[src/rtl/clint_timer_if.sv]
// LSU <-> CLINT single-beat request/response bus.
// A beat transfers on the rising edge where valid and ready are both high; once valid is raised the
// sender holds it and its payload stable until that edge.
interface clint_timer_if;
  logic        req_valid;
  logic        req_ready;
  logic        req_we;
  logic [63:0] req_addr;
  logic [63:0] req_wdata;
  logic [7:0]  req_wstrb;
  logic        resp_valid;
  logic        resp_ready;
  logic [63:0] resp_rdata;
  logic        resp_err;

  modport master (
    output req_valid, req_we, req_addr, req_wdata, req_wstrb, resp_ready,
    input  req_ready, resp_valid, resp_rdata, resp_err
  );

  modport slave (
    input  req_valid, req_we, req_addr, req_wdata, req_wstrb, resp_ready,
    output req_ready, resp_valid, resp_rdata, resp_err
  );
endinterface

[src/rtl/clint_timer.sv]
// Core-local interruptor: mtime, mtimecmp and msip registers behind a single-beat LSU port,
// producing the registered machine timer and software interrupt lines.
module clint_timer #(
  parameter logic [63:0] BASE_ADDR = 64'h0000_0000_0200_0000,
  parameter int unsigned TICK_DIV  = 1
) (
  input  logic          clk,
  input  logic          rst,
  clint_timer_if.slave  bus,
  output logic          clint_mtip,
  output logic          clint_msip,
  output logic          o_dbg_state
);

  typedef enum logic {
    S_IDLE = 1'b0,
    S_RESP = 1'b1
  } state_t;

  localparam logic [15:0] DIV_M1 = 16'(TICK_DIV - 1);

  state_t      r_state;
  state_t      w_state_nxt;
  logic        w_req_ready;
  logic        w_resp_valid;
  logic        w_accept;

  logic [63:0] r_mtime;
  logic [63:0] r_mtimecmp;
  logic        r_msip;
  logic [15:0] r_presc;
  logic [63:0] r_rdata;
  logic        r_err;
  logic        r_mtip;
  logic        r_msip_q;

  logic [63:0] w_offset;
  logic        w_aligned;
  logic        w_sel_msip;
  logic        w_sel_cmp;
  logic        w_sel_time;
  logic        w_err;
  logic [63:0] w_wmask;
  logic [63:0] w_rd_val;
  logic        w_tick;
  logic        w_wr_msip;
  logic        w_wr_cmp;
  logic        w_wr_time;

  always_ff @(posedge clk or negedge rst) begin
    if (!rst) r_state <= S_IDLE;
    else      r_state <= w_state_nxt;
  end

  always_comb begin
    w_state_nxt  = r_state;
    w_req_ready  = 1'b0;
    w_resp_valid = 1'b0;
    case (r_state)
      S_IDLE: begin
        w_req_ready = 1'b1;
        if (bus.req_valid) w_state_nxt = S_RESP;
      end
      S_RESP: begin
        w_resp_valid = 1'b1;
        if (bus.resp_ready) w_state_nxt = S_IDLE;
      end
    endcase
  end

  assign w_accept = w_req_ready & bus.req_valid;

  // Addresses below BASE wrap to huge offsets, so one subtraction covers both region bounds.
  assign w_offset   = bus.req_addr - BASE_ADDR;
  assign w_aligned  = (bus.req_addr[2:0] == 3'b000);
  assign w_sel_msip = w_aligned && (w_offset == 64'h0000);
  assign w_sel_cmp  = w_aligned && (w_offset == 64'h4000);
  assign w_sel_time = w_aligned && (w_offset == 64'hBFF8);
  assign w_err      = !(w_sel_msip || w_sel_cmp || w_sel_time);

  always_comb begin
    w_wmask = '0;
    for (int i = 0; i < 8; i++) begin
      w_wmask[i*8 +: 8] = {8{bus.req_wstrb[i]}};
    end
  end

  always_comb begin
    w_rd_val = '0;
    if (w_sel_msip)      w_rd_val = {63'b0, r_msip};
    else if (w_sel_cmp)  w_rd_val = r_mtimecmp;
    else if (w_sel_time) w_rd_val = r_mtime;
  end

  assign w_wr_msip = w_accept && bus.req_we && w_sel_msip;
  assign w_wr_cmp  = w_accept && bus.req_we && w_sel_cmp;
  assign w_wr_time = w_accept && bus.req_we && w_sel_time;
  assign w_tick    = (r_presc == DIV_M1);

  always_ff @(posedge clk or negedge rst) begin
    if (!rst) r_presc <= '0;
    else      r_presc <= w_tick ? 16'd0 : r_presc + 16'd1;
  end

  // A store to mtime overrides the tick; unstrobed bytes keep their pre-tick value.
  always_ff @(posedge clk or negedge rst) begin
    if (!rst)           r_mtime <= '0;
    else if (w_wr_time) r_mtime <= (r_mtime & ~w_wmask) | (bus.req_wdata & w_wmask);
    else if (w_tick)    r_mtime <= r_mtime + 64'd1;
  end

  always_ff @(posedge clk or negedge rst) begin
    if (!rst) begin
      r_mtimecmp <= '1;
      r_msip     <= 1'b0;
    end else begin
      if (w_wr_cmp)  r_mtimecmp <= (r_mtimecmp & ~w_wmask) | (bus.req_wdata & w_wmask);
      if (w_wr_msip && bus.req_wstrb[0]) r_msip <= bus.req_wdata[0];
    end
  end

  always_ff @(posedge clk or negedge rst) begin
    if (!rst) begin
      r_rdata <= '0;
      r_err   <= 1'b0;
    end else if (w_accept) begin
      r_rdata <= (bus.req_we || w_err) ? 64'd0 : w_rd_val;
      r_err   <= w_err;
    end
  end

  always_ff @(posedge clk or negedge rst) begin
    if (!rst) begin
      r_mtip   <= 1'b0;
      r_msip_q <= 1'b0;
    end else begin
      r_mtip   <= (r_mtime >= r_mtimecmp);
      r_msip_q <= r_msip;
    end
  end

  assign bus.req_ready  = w_req_ready;
  assign bus.resp_valid = w_resp_valid;
  assign bus.resp_rdata = r_rdata;
  assign bus.resp_err   = r_err;
  assign clint_mtip     = r_mtip;
  assign clint_msip     = r_msip_q;
  assign o_dbg_state    = r_state;

endmodule

[src/flat_wrapper.sv]
// flat-port wrapper written by rule: the top's interface ports become plain ports
module clint_timer_flat 
#(
  parameter logic [63:0] BASE_ADDR = 64'h0000_0000_0200_0000,
  parameter int unsigned TICK_DIV  = 1
)
  (clk, rst, clint_mtip, clint_msip, o_dbg_state, bus_req_valid, bus_req_we, bus_req_addr, bus_req_wdata, bus_req_wstrb, bus_resp_ready, bus_req_ready, bus_resp_valid, bus_resp_rdata, bus_resp_err);
  clint_timer_if bus_i ();
  input  logic clk;
  input  logic rst;
  output logic clint_mtip;
  output logic clint_msip;
  output logic o_dbg_state;
  input wire logic [$bits(bus_i.req_valid)-1:0] bus_req_valid;
  input wire logic [$bits(bus_i.req_we)-1:0] bus_req_we;
  input wire logic [$bits(bus_i.req_addr)-1:0] bus_req_addr;
  input wire logic [$bits(bus_i.req_wdata)-1:0] bus_req_wdata;
  input wire logic [$bits(bus_i.req_wstrb)-1:0] bus_req_wstrb;
  input wire logic [$bits(bus_i.resp_ready)-1:0] bus_resp_ready;
  output wire logic [$bits(bus_i.req_ready)-1:0] bus_req_ready;
  output wire logic [$bits(bus_i.resp_valid)-1:0] bus_resp_valid;
  output wire logic [$bits(bus_i.resp_rdata)-1:0] bus_resp_rdata;
  output wire logic [$bits(bus_i.resp_err)-1:0] bus_resp_err;
  assign bus_i.req_valid = bus_req_valid;
  assign bus_i.req_we = bus_req_we;
  assign bus_i.req_addr = bus_req_addr;
  assign bus_i.req_wdata = bus_req_wdata;
  assign bus_i.req_wstrb = bus_req_wstrb;
  assign bus_i.resp_ready = bus_resp_ready;
  assign bus_req_ready = bus_i.req_ready;
  assign bus_resp_valid = bus_i.resp_valid;
  assign bus_resp_rdata = bus_i.resp_rdata;
  assign bus_resp_err = bus_i.resp_err;
  clint_timer #(.BASE_ADDR(BASE_ADDR), .TICK_DIV(TICK_DIV)) u_core (.clk(clk), .rst(rst), .bus(bus_i), .clint_mtip(clint_mtip), .clint_msip(clint_msip), .o_dbg_state(o_dbg_state));
endmodule
[config.mk]
export PLATFORM = sky130hd
export DESIGN_NAME = clint_timer_flat
export DESIGN_NICKNAME = d
export VERILOG_FILES = /design/src/rtl/clint_timer_if.sv /design/src/rtl/clint_timer.sv /design/src/flat_wrapper.sv
export SDC_FILE = /design/constraint.sdc
export NUM_CORES = 1
export LEC_CHECK = 0
export ABC_AREA = 1
export CAP_MARGIN = 0
export CORE_MARGIN = 2
export CORE_UTILIZATION = 40
export DETAILED_ROUTE_END_ITERATION = 6
export SETUP_SLACK_MARGIN = 0.3
export SLEW_MARGIN = 5
export SYNTH_ARGS = -nofsm -noshare
export SYNTH_HDL_FRONTEND = slang
export SYNTH_SLANG_ARGS = --single-unit
[constraint.sdc]
create_clock -name clk -period 7.2 [get_ports clk]
set_input_delay 1.44 -clock clk [delete_from_list [all_inputs] [get_ports clk]]
set_output_delay 1.44 -clock clk [all_outputs]
set_load 0.1 [all_outputs]
After elaboration in Yosys (flattened, before gate mapping). Cells that the tools add are included.

Register bits: 213. Output and inout port bits: 70. Word-level logic and storage cells: 51.

Add/subtract/negate cells: 3. Order comparisons: 1. Eq/ne operators: 2. Muxes and demuxes: 12. Bitwise gates (word level): 8. Reductions and logical operators: 16.

Operators by type and width (count): $mux W64 (6); $and A64 B64 Y64 (3); $or A64 B64 Y64 (2); $add A64 B1 Y64 const B (1); $eq A64 B15 Y1 const B (1); $eq A64 B16 Y1 const B (1); $ge A64 B64 Y1 (1); $logic_not A64 Y1 (1); $not A64 Y64 (1); $sub A64 B26 Y64 const B (1); $add A16 B1 Y16 const B (1); $logic_not A16 Y1 (1); $mux W16 (1); $logic_and A1 B1 Y1 (8); $mux W1 (4); $logic_not A3 Y1 (1); $logic_or A1 B1 Y1 (3); $pmux W1 S2 (1); $reduce_bool A2 Y1 (1); $and A1 B1 Y1 (1); $logic_not A1 Y1 (1); $not A1 Y1 (1).

Longest topological paths before layout.
Word-level depth: 8. Depth in mapped cells: 21. Gate-level depth less buffers: 20.

Least setup slack after synthesis. OpenSTA, ideal clock, no wires.

Path kind: input to register. Start point: input port bus_req_addr[25]. End point: register u_core.r_rdata[2], in the netlist u_core.bus.resp_rdata[2]. Arrival time: 3497 ps. Path slack: 3584 ps. Cell stages on the path: 19. Path buffers: 2. Cells stage by stage: inv_1 -> ha_1 -> nand2_2 -> nor2_8 -> nand2_4 -> nor2_4 -> nand2_1 -> nand2_1 -> nand2_1 -> nor2_1 -> nand2_1 -> nor2_1 -> nand2_2 -> nor2_4 -> nand2_1 -> clkbuf_1 -> buf_2 -> nand3_1 -> nand2_1.

Longest elaborated chain between the ends: 8. Elaborated cells on any way between the ends: 15. Those cells by class: add/sub (1); eq/ne (2); mux (4); reduce/logical (8).

RTL lines: start, declared (RTL line flat_wrapper.sv:16) `input wire logic [$bits(bus_i.req_addr)-1:0] bus_req_addr;`; $sub A64 B26 Y64 (*) (RTL line clint_timer.sv:74) `assign w_offset = bus.req_addr - BASE_ADDR;`; branches (longest 6 deep; another with $eq A64 B16 Y1); $mux W64 (*) (RTL line clint_timer.sv:127) `r_rdata <= (bus.req_we || w_err) ? 64'd0 : w_rd_val;`; end signal, assigned (RTL line clint_timer.sv:127); end, declared (RTL line clint_timer.sv:32) `logic [63:0] r_rdata;`.

Every way passes the cells marked *. A chain may end at the register's enable or synchronous reset.

==> impl_metrics.py <==
metrics = {
    "worst_setup_path": {
        "arrival_ns": 5.88,
        "crit_chain": "clkdlybuf4s50_1 > nor2_1 > nand2_1 > nor2_2 > nand2_1 > nor2_1 > nand2_1 > nand2_1 > nand2_1 > inv_1 > nand3_1 > nor2_1 > nand2_2 > nor2_4 > buf_4 > nand2_1 > nor2_4 > buf_4 > nand2_1 > nand2_1 > nand2_1",
        "cp-end-kind": "register",
        "cp-start-kind": "input port",
        "critical_path_class": "in -> reg",
        "cp_common_cell": "nand2_1",
        "path_max_fanout": 47,
        "critical_path.top_delay_family": "simple AND/OR/NAND/NOR gates",
        "critPathRequiredTime_ns": 7.69,
        "max_stage_delay_ns": 0.58,
        "cp_slowest_cell": "nor2_4",
        "rrSetupSlack_ns": 3.82,
        "path_buf_inv": 4,
    },
    "cts": {
        "cts-htree-levels": 1,
        "numCtsBuffers": 26,
        "clk_latency_ns": 0.57,
        "cts_tree": "yes",
        "cts.clk_slew.worst_paths_ns": 0.06,
        "hold_buffers": 0,
        "postCtsSetupRepairBufs": 0,
        "ctsRootBufferMaster": "clkbuf_16",
        "ctsResizeCount": 0,
        "cts.path.max_buffers": 3,
        "cts.sinks": 213,
    },
    "die": {
        "core_sq_um": 42100,
        "dieArea_sq_um": 44500,
        "floorplan.rows": 75,
        "die_h_microns": 211,
        "initial_core_util": 0.407,
        "die_w_microns": 211,
        "io_pins": 211,
    },
    "yosys": {
        "ys_ff_latch": 213,
        "yosys.area.top_type": "dfrtp_1",
        "post-synth-top-count-cell": "nand2_1",
        "synthesis.nets": 2866,
        "syn_area_sq_um": 17100,
        "ys_types": 50,
        "synth_cells": 2657,
        "synth.avg_cell_area_sq_um": 6.45,
        "synth_edf_count": 0,
        "synth.cells.most_frequent": "963 x nand2_1, 323 x inv_1, 277 x nand3_1",
        "synth_flop_cell": "dfrtp_1",
        "netlist_top_cells_area": "dfrtp_1 22%, nand2_1 21%, dfstp_2 9.8%, nand3_1 8.1%, inv_1 7.1%",
        "yosysWarnings": 0,
        "ys_seq_area_frac": 0.316,
        "synthArstFlopShare": 1.00,
        "yosysTopAreaCellShare": 0.218,
    },
    "hold_path": {
        "hold_class": "reg -> reg",
    },
    "placed_design": {
        "dpl.hpwl_microns": 42600,
        "portBuffers": 210,
        "routabilityCongestion": 0.914,
        "pre_cts_ws_ns": 1.30,
        "dpl_cell_area_sq_um": 19600,
        "dp_cells": 3320,
    },
    "route": {
        "vias": 17800,
        "detail_route.wirelength_microns": 57600,
        "via_per_inst": 5.30,
        "drt_iter0_markers": 1435,
        "antenna_left": 0,
        "drt_first_pass_iters": 5,
        "remaining_drc_errors": 0,
        "wire_per_inst_microns": 17.1,
    },
    "global_route": {
        "grt_pass1_wl_microns": 92600,
        "antenna_found_initial": 2,
        "grt.total_usage": 0.258,
        "grt_overflow": 0,
        "first_global_vias": 17000,
        "grt_max_degree": 121,
    },
    "timing": {
        "whs_ns": 0.382,
        "fin_skew_ns": 0.0176,
        "setup_ws_ns": 1.81,
        "final_max_slew_viol_count": 0,
        "rsz0062_at_grt": "false",
        "min_period_ns": 5.39,
        "period_share": 0.748,
        "setup_viol": 0,
        "max_freq_ghz": 0.186,
        "tns_ns": 0,
        "hold_violations": 0,
        "tightest_slew_ns": 1.08,
        "relSlewSlack": 0.283,
    },
    "power": {
        "totalPowerFinal_mw": 2.83,
        "power_density_nw_per_um2": 139,
        "vdd_drop_max_v": 0.000131,
        "leakage_nw": 10.1,
    },
    "layout": {
        "fin_cells": 3370,
        "nets": 3018,
        "seq_area_sq_um": 5410,
        "multiInputGateArea_sq_um": 9970,
        "area_delta_synth_final_pct": 19.4,
        "stdcell_area_sq_um": 20400,
        "fin_util": 0.485,
        "drive_gt1_frac": 0.0781,
        "fillers": 4356,
    },
    "run": {
        "drv_cap": 0,
    },
    "status": {
        "status": "finished, final reports clean",
    },
}
[layout make-up]
cell class,count,area share
Clock buffer,39,0.0376
Sequential cell,213,0.265
Tap cell,539,0.0330
Clock inverter,9,0.00520
Inverter,330,0.0606
Antenna cell,2,0.000245
Multi-Input combinational cell,2006,0.488
Timing Repair Buffer,232,0.111
[placed cells by master, fill, tap and decap left out, types with 5 or more instances in the layout]
cell type | synthesis | routed
clkbuf_8 | 0 | 7
a21oi_1 | 34 | 34
dfrtp_1 | 149 | 149
o21ai_0 | 29 | 29
clkbuf_16 | 0 | 26
nor2_4 | 6 | 9
nand3_1 | 277 | 277
nand3b_1 | 5 | 5
inv_1 | 323 | 323
xnor2_1 | 5 | 5
nor4_1 | 26 | 26
nor3_1 | 52 | 52
nand2_1 | 963 | 961
nor2_2 | 12 | 12
dfstp_2 | 64 | 64
nand3_2 | 40 | 40
nor2_1 | 245 | 242
clkinv_2 | 0 | 6
xor2_1 | 66 | 66
o21ai_1 | 13 | 13
nand2_2 | 8 | 9
inv_2 | 6 | 6
nand4_1 | 119 | 119
ha_1 | 68 | 68
a211oi_1 | 5 | 5
clkdlybuf4s50_1 | 0 | 209
clkbuf_1 | 51 | 6
buf_4 | 14 | 22
[routing by layer]
layer	share of wire	wire length, microns	GRT usage	up-vias
li1	-	-	-	8802
met1	0.46	26700	0.363	8427
met2	0.46	26500	0.423	528
met3	0.053	3080	0.0306	90
met4	0.023	1310	0.0641	2
met5	0.00030	17	0	-
[cell families after synthesis]
| group | Yosys count | share of synthesized area |
|---|---|---|
| flops | 213 | 0.316 |
| compound gates | 96 | 0.0318 |
| mux | 1 | 0.000657 |
| fa+ha+maj | 68 | 0.0497 |
| xor+xnor | 71 | 0.0363 |
| buf+inv | 438 | 0.105 |
| simple gates | 1770 | 0.461 |
[path summary, 6_finish.rpt]
path / startpoint / to / depth (start not counted)
setup reg to reg: register / register / 14
hold / removal: u_core.r_msip$_DFFE_PN0P_ / u_core.clint_msip$_DFF_PN0_ / 0
hold reg to reg: u_core.r_msip$_DFFE_PN0P_ / u_core.clint_msip$_DFF_PN0_ / 0
setup / recovery: bus_req_addr[30] / register / 21
max in group asynchronous: rst / u_core.bus.resp_rdata[52]$_DFFE_PN0P_ / 2
min in group asynchronous: rst / u_core.bus.resp_rdata[20]$_DFFE_PN0P_ / 1
[power by group]
part           leakage [nW]  switching [mW]  internal [mW]
Clock                 0.436           0.555          0.808
Combinational          6.99           0.170          0.100
Sequential             2.69        0.000880           1.20
Total                  10.1           0.726           2.11
[worst register-to-register path, delay by kind of cell (launching register included)]
kind	cells	cell delay, ns
AOI/OAI and AO/OA	1	0.11
xor gates and xnor gates	1	0.16
adders and majority gates	1	0.22
DFF	1	0.42
and+or+nand+nor	11	2.40
Note: power is estimated with default switching activity, not from simulation.
